### src/rtl/hdmi_pattern_sequencer.sv
// Frame-synchronous HDMI test-pattern generator: gradient, colour bars, checkerboard
// and moving box, advanced every FRAMES_PER_PATTERN frames or on a manual request.
module hdmi_pattern_sequencer #(
   parameter int HACTIVE            = 1280,
   parameter int VACTIVE            = 720,
   parameter int FRAMES_PER_PATTERN = 120
) (
   input  logic        pix_clk,
   input  logic        reset_n,
   input  logic [10:0] row,
   input  logic [10:0] column,
   input  logic        auto_en,
   input  logic        next_req,
   output logic [7:0]  r,
   output logic [7:0]  g,
   output logic [7:0]  b,
   output logic [1:0]  pattern,
   output logic        sof
);

   localparam logic [10:0] H_END      = 11'(HACTIVE);
   localparam logic [10:0] V_END      = 11'(VACTIVE);
   localparam logic [10:0] BAR_W      = 11'(HACTIVE / 8);
   localparam logic [10:0] BOX_TOP    = 11'(VACTIVE / 2 - 32);
   localparam logic [10:0] BOX_BOT    = 11'(VACTIVE / 2 + 31);
   localparam logic [10:0] BOX_X_MAX  = 11'(HACTIVE - 64);
   localparam logic [15:0] CNT_LAST   = 16'(FRAMES_PER_PATTERN - 1);
   localparam logic [23:0] WHITE      = 24'hFF_FF_FF;
   localparam logic [23:0] BACKGROUND = 24'h00_00_80;

   typedef enum logic {
      RUN     = 1'b0,
      PENDING = 1'b1
   } state_t;

   state_t      state;
   state_t      state_nxt;
   logic        advance;

   logic        origin;
   logic        was_origin;
   logic        sof_det;

   logic [15:0] frame_cnt;
   logic [15:0] frame_cnt_nxt;
   logic [1:0]  pattern_nxt;
   logic [10:0] box_x;
   logic [10:0] box_x_nxt;
   logic [2:0]  bar_idx;

   logic [23:0] rgb_p0;
   logic [23:0] rgb_p1;
   logic        sof_p1;

   function automatic logic [23:0] bar_colour(input logic [2:0] bar);
      logic [23:0] c;
      case (bar)
         3'd0:    c = 24'hFF_FF_FF;
         3'd1:    c = 24'hFF_FF_00;
         3'd2:    c = 24'h00_FF_FF;
         3'd3:    c = 24'h00_FF_00;
         3'd4:    c = 24'hFF_00_FF;
         3'd5:    c = 24'hFF_00_00;
         3'd6:    c = 24'h00_00_FF;
         default: c = 24'h00_00_00;
      endcase
      return c;
   endfunction

   function automatic logic [23:0] render(input logic [10:0] y,
                                          input logic [10:0] x,
                                          input logic [1:0]  pat,
                                          input logic [10:0] bx,
                                          input logic [2:0]  bar);
      logic [23:0] c;
      logic        in_box;
      c      = '0;
      in_box = (y >= BOX_TOP) && (y <= BOX_BOT) && (x >= bx) && (x <= bx + 11'd63);
      if ((y < V_END) && (x < H_END)) begin
         case (pat)
            2'd0:    c = {y[7:0], x[7:0], 8'(8'd255 - {1'b0, y[7:1]} - {1'b0, x[7:1]})};
            2'd1:    c = bar_colour(bar);
            2'd2:    c = (y[5] ^ x[5]) ? WHITE : 24'h0;
            default: c = in_box ? WHITE : BACKGROUND;
         endcase
      end
      return c;
   endfunction

   // Origin edge detect: a held origin yields a single start-of-frame.
   assign origin  = (row == 11'd0) && (column == 11'd0);
   assign sof_det = origin && !was_origin;

   always_ff @(posedge pix_clk or negedge reset_n) begin
      if (!reset_n) begin
         state <= RUN;
      end else begin
         state <= state_nxt;
      end
   end

   always_comb begin
      state_nxt = state;
      case (state)
         RUN: begin
            if (next_req) state_nxt = PENDING;
         end
         PENDING: begin
            if (sof_det && !next_req) state_nxt = RUN;
         end
         default: state_nxt = RUN;
      endcase
   end

   always_comb begin
      advance = 1'b0;
      if (sof_det) begin
         advance = (state == PENDING) || (auto_en && (frame_cnt == CNT_LAST));
      end
   end

   always_comb begin
      pattern_nxt   = advance ? pattern + 2'd1 : pattern;
      frame_cnt_nxt = frame_cnt;
      box_x_nxt     = box_x;
      if (sof_det) begin
         if (advance)      frame_cnt_nxt = 16'd0;
         else if (auto_en) frame_cnt_nxt = frame_cnt + 16'd1;
         if (pattern_nxt == 2'd3) begin
            if (pattern != 2'd3)         box_x_nxt = 11'd0;
            else if (box_x == BOX_X_MAX) box_x_nxt = 11'd0;
            else                         box_x_nxt = box_x + 11'd1;
         end
      end
   end

   // Bar index from constant boundaries, so no divider is needed.
   always_comb begin
      bar_idx = 3'd0;
      for (int i = 1; i < 8; i++) begin
         if (column >= 11'(i * BAR_W)) bar_idx = 3'(i);
      end
   end

   // The origin pixel already uses the post-advance pattern and box position.
   assign rgb_p0 = render(row, column, pattern_nxt, box_x_nxt, bar_idx);

   always_ff @(posedge pix_clk or negedge reset_n) begin
      if (!reset_n) begin
         was_origin <= 1'b0;
         frame_cnt  <= 16'd0;
         pattern    <= 2'd0;
         box_x      <= 11'd0;
         sof_p1     <= 1'b0;
         rgb_p1     <= 24'd0;
      end else begin
         was_origin <= origin;
         frame_cnt  <= frame_cnt_nxt;
         pattern    <= pattern_nxt;
         box_x      <= box_x_nxt;
         sof_p1     <= sof_det;
         rgb_p1     <= rgb_p0;
      end
   end

   assign r   = rgb_p1[23:16];
   assign g   = rgb_p1[15:8];
   assign b   = rgb_p1[7:0];
   assign sof = sof_p1;

endmodule

### config.mk
export PLATFORM = sky130hd
export DESIGN_NAME = hdmi_pattern_sequencer
export DESIGN_NICKNAME = d
export VERILOG_FILES = /design/src/rtl/hdmi_pattern_sequencer.sv
export SDC_FILE = /design/constraint.sdc
export NUM_CORES = 1
export LEC_CHECK = 0
export BUFFER_PORTS_ARGS = -buffer_cell sky130_fd_sc_hd__buf_2
export CORE_ASPECT_RATIO = 0.5
export CORE_MARGIN = 3
export CORE_UTILIZATION = 40
export CTS_CLUSTER_SIZE = 16
export DETAILED_ROUTE_END_ITERATION = 8
export PLACE_DENSITY = 0.56
export SLEW_MARGIN = 10
export SYNTH_ARGS = -nofsm -noshare
export SYNTH_HDL_FRONTEND = slang
export SYNTH_SLANG_ARGS = --single-unit
### constraint.sdc
create_clock -name pix_clk -period 5.2 [get_ports pix_clk]
set_input_delay 0.26 -clock pix_clk [delete_from_list [all_inputs] [get_ports pix_clk]]
set_output_delay 0.26 -clock pix_clk [all_outputs]
set_load 0.02 [all_outputs]
==> results.txt <==
Final setup viols -> 0
Rows -> 24
Required time worst endpoint -> 5.39 ns
Area growth syn-to-layout -> 15.1%
Synth Area in XOR/XNOR -> 5.64%
Crit-path slowest cell -> or3_1
Post-Synth Simple-Gate Area -> 20.0%
Via density -> 5.29
Reg-to-Reg End -> rgb_p1[13]$_DFF_PN0_
Layout cells sized above 1 -> 19.3%
Vias in the first global route -> 3,120
Gpl congestion -> 0.884
GR peak layer -> met2
CTS Buf Count -> 5
DRC violations left -> 0
Setup slack, reg-to-reg -> 0.37 ns
Worst hold slack -> 0.107 ns
Worst-Margin Slew -> 0.854 ns
Hold/Removal Path Class -> input pin to async pin
CTS max path bufs -> 2
Number of gates resized after cts -> 0
Total track usage -> 19.0%
Die Span Y -> 75.7 um
CP peak stage delay -> 0.58 ns
Clock sink count -> 56
Port buffer count -> 52
Slew HR -> 42.6%
DR vias -> 3,270
Root Driver -> clkbuf_16
WP buf/inv -> 1
Synth Area in Adders -> 11.7%
Multiplexer share of the synthesized area -> 0.677%
Worst Reg-to-Reg Cells -> 19
Layout Nets -> 548
Most common cell after layout, fill and taps aside -> dfrtp_1
Peak Freq -> 0.207 GHz
Total grt overflow -> 0
Dpl hpwl -> 7.73 mm
Post-synthesis cell count -> 431
Final setup TNS -> 0 ns
Compound-Gate Fraction of Synth Area -> 20.7%
Syn. warnings -> 0
RSZ-0062 raised after global routing -> false
CP Capture Type -> flop
Setup bufs post-CTS -> 0
Crit Path Class -> flop to flop
# IOs -> 53
Peak supply drop -> 0.115 mV
Area of the mapped netlist -> 3880 um2
Most frequent cells in the layout -> 56 x dfrtp_1, 53 x nor2_1, 52 x buf_2, 38 x a21oi_1, 37 x inv_1
Number of synthesized flops with an enable pin -> 0
Crit-path max FO -> 23
Met1 Resource Use GR -> 27.4%
Outcome -> finished, final reports clean
H-Tree Level Count -> 2
Initial antenna violation count -> 0
DR iter-0 viols -> 267
Finished Core Util -> 49.2%
Met3 usage -> 3.86%
Lkg Pwr -> 0.00217 uW
Met2 GRT Util -> 30.6%
Largest family of logic cells by synthesized area -> compound AO/OA/AOI/OAI gates
Hold Violations, Final -> 0
Initial Util -> 42.8%
Ys async rst share -> 100%
First-pass GRT wire length -> 16.6 mm
Avg WL per Cell -> 16.2 um
Cts hold-fix bufs -> 0
Register area share after synthesis -> 36.1%
Syn nets -> 492
Number of synthesized register bits -> 56
Worst skew pair latency -> 0.30 ns
Die Span X -> 145 um
Startpoint types -> flop
Total power -> 872 uW
Max Cap Violations -> 0
Top_reg_cell synth -> dfrtp_1
Fin. max-slew vios -> 0
Pin count of the biggest net entering global routing -> 57
Routed Antenna Nets -> 0
ANT cells -> 0
Cell-by-cell trace of the critical path -> ha_1 -> and4_1 -> a41oi_2 -> mux2_4 -> or3_1 -> o21a_1 -> ha_1 -> and3_2 -> a211oi_2 -> xnor2_1 -> ha_1 -> and3_1 -> nand2_1 -> o221ai_1 -> a31oi_1 -> o31ai_1 -> nand2_1 -> buf_4 -> nor2_1
Data arrival, critical path -> 5.02 ns
Power per standard cell area -> 195 nW/um2
Clock skew -> 0.00698 ns
Netlist cell types -> 64
Syn_area_per_cell -> 9.01 um2
First-pass iteration count of the detailed router -> 4
Layout fillers -> 891
Core area -> 9070 um2
Reg-to-reg critical path startpoint -> frame_cnt[0]$_DFFE_PN0P_
CP top delay family -> simple AND/OR/NAND/NOR gates
Clk slew on worst S/H paths -> 0.07 ns
Routed WL -> 10.0 mm
Minimum clock period -> 4.83 ns
Final Cycle Share -> 92.8%
CP dominant cell by count -> ha_1
Die ar. -> 11,000 um2
CTS tree -> built
==> layer usage <==
metal	vias up	part of all wire, %
met4	0	0.28
met2	61	43
li1	1652	-
met5	-	0
met3	4	4.1
met1	1553	52
==> worst max-delay path by stage <==
stage                             startpoint              endpoint  slack [ns]  depth (start not counted)
global route        frame_cnt[0]$_DFFE_PN0P_  rgb_p1[13]$_DFF_PN0_        0.11                         19
detailed placement                    row[4]  rgb_p1[13]$_DFF_PN0_        0.45                         19
global placement                      row[4]  rgb_p1[13]$_DFF_PN0_        0.45                         19
CTS                 frame_cnt[0]$_DFFE_PN0P_  rgb_p1[13]$_DFF_PN0_        0.41                         19
finish              frame_cnt[0]$_DFFE_PN0P_  rgb_p1[13]$_DFF_PN0_        0.37                         19
floorplan           frame_cnt[0]$_DFFE_PN0P_  rgb_p1[13]$_DFF_PN0_         1.0                         20
==> area by class of cell <==
type	instances	area [um2]	share of cell area, %
Sequential cell	56	1400	31.4
Multi-Input combinational cell	326	2290	51.4
Timing Repair Buffer	60	320	7.17
Clock buffer	6	129	2.89
Clock inverter	2	16.3	0.364
Tap cell	130	163	3.64
Inverter	38	143	3.19
==> state kept, by name, summed over array words and instances, names as in the netlist <==
signal and flops:
sof 1, box_x 11, rgb_p1 24, was_origin 1, frame_cnt 16, pattern 2
state 1
==> cells by family (layout without fill, tap and decap cells) <==
| kind of cell | after synthesis | count (layout) |
|---|---|---|
| buf+inv | 49 | 106 |
| compound gates | 116 | 116 |
| fa+ha+maj | 36 | 36 |
| simple gates | 147 | 147 |
| mux | 2 | 2 |
| flops | 56 | 56 |
| xor+xnor | 25 | 25 |
==> metrics by stage <==
step                      std cells  worst slack (ns)  area, um2
after floorplan                 431             0.997       3880
after global placement          610             0.450       4320
after detailed placement        610             0.449       4320
after CTS                       618             0.410       4470
after global routing            618             0.111       4470
final                           618             0.373       4470
==> Yosys cell counts, types with 4 or more instances <==
cell type	n	area, um2
ha_1	34	425
dfrtp_1	56	1400
xnor2_1	15	131
a21oi_1	38	190
a21boi_0	4	30.0
o21a_1	7	52.6
or3_1	6	37.5
xor2_1	10	87.6
o31ai_1	11	82.6
o31ai_2	4	50.1
nand4_1	9	56.3
nor2b_1	4	25.0
nor2_1	53	199
nand3_1	11	55.1
nor4_1	5	31.3
nand2_1	28	105
clkbuf_1	6	22.5
inv_1	37	139
o21ai_0	22	110
nand2b_1	6	37.5
==> power breakdown <==
part | internal (uW) | switching, uW | total [uW]
Clock | 180 | 162 | 342
Combinational | 35.8 | 57.3 | 93.1
Sequential | 436 | 0.223 | 436
No activity file was read; power rests on OpenSTA's default activity.
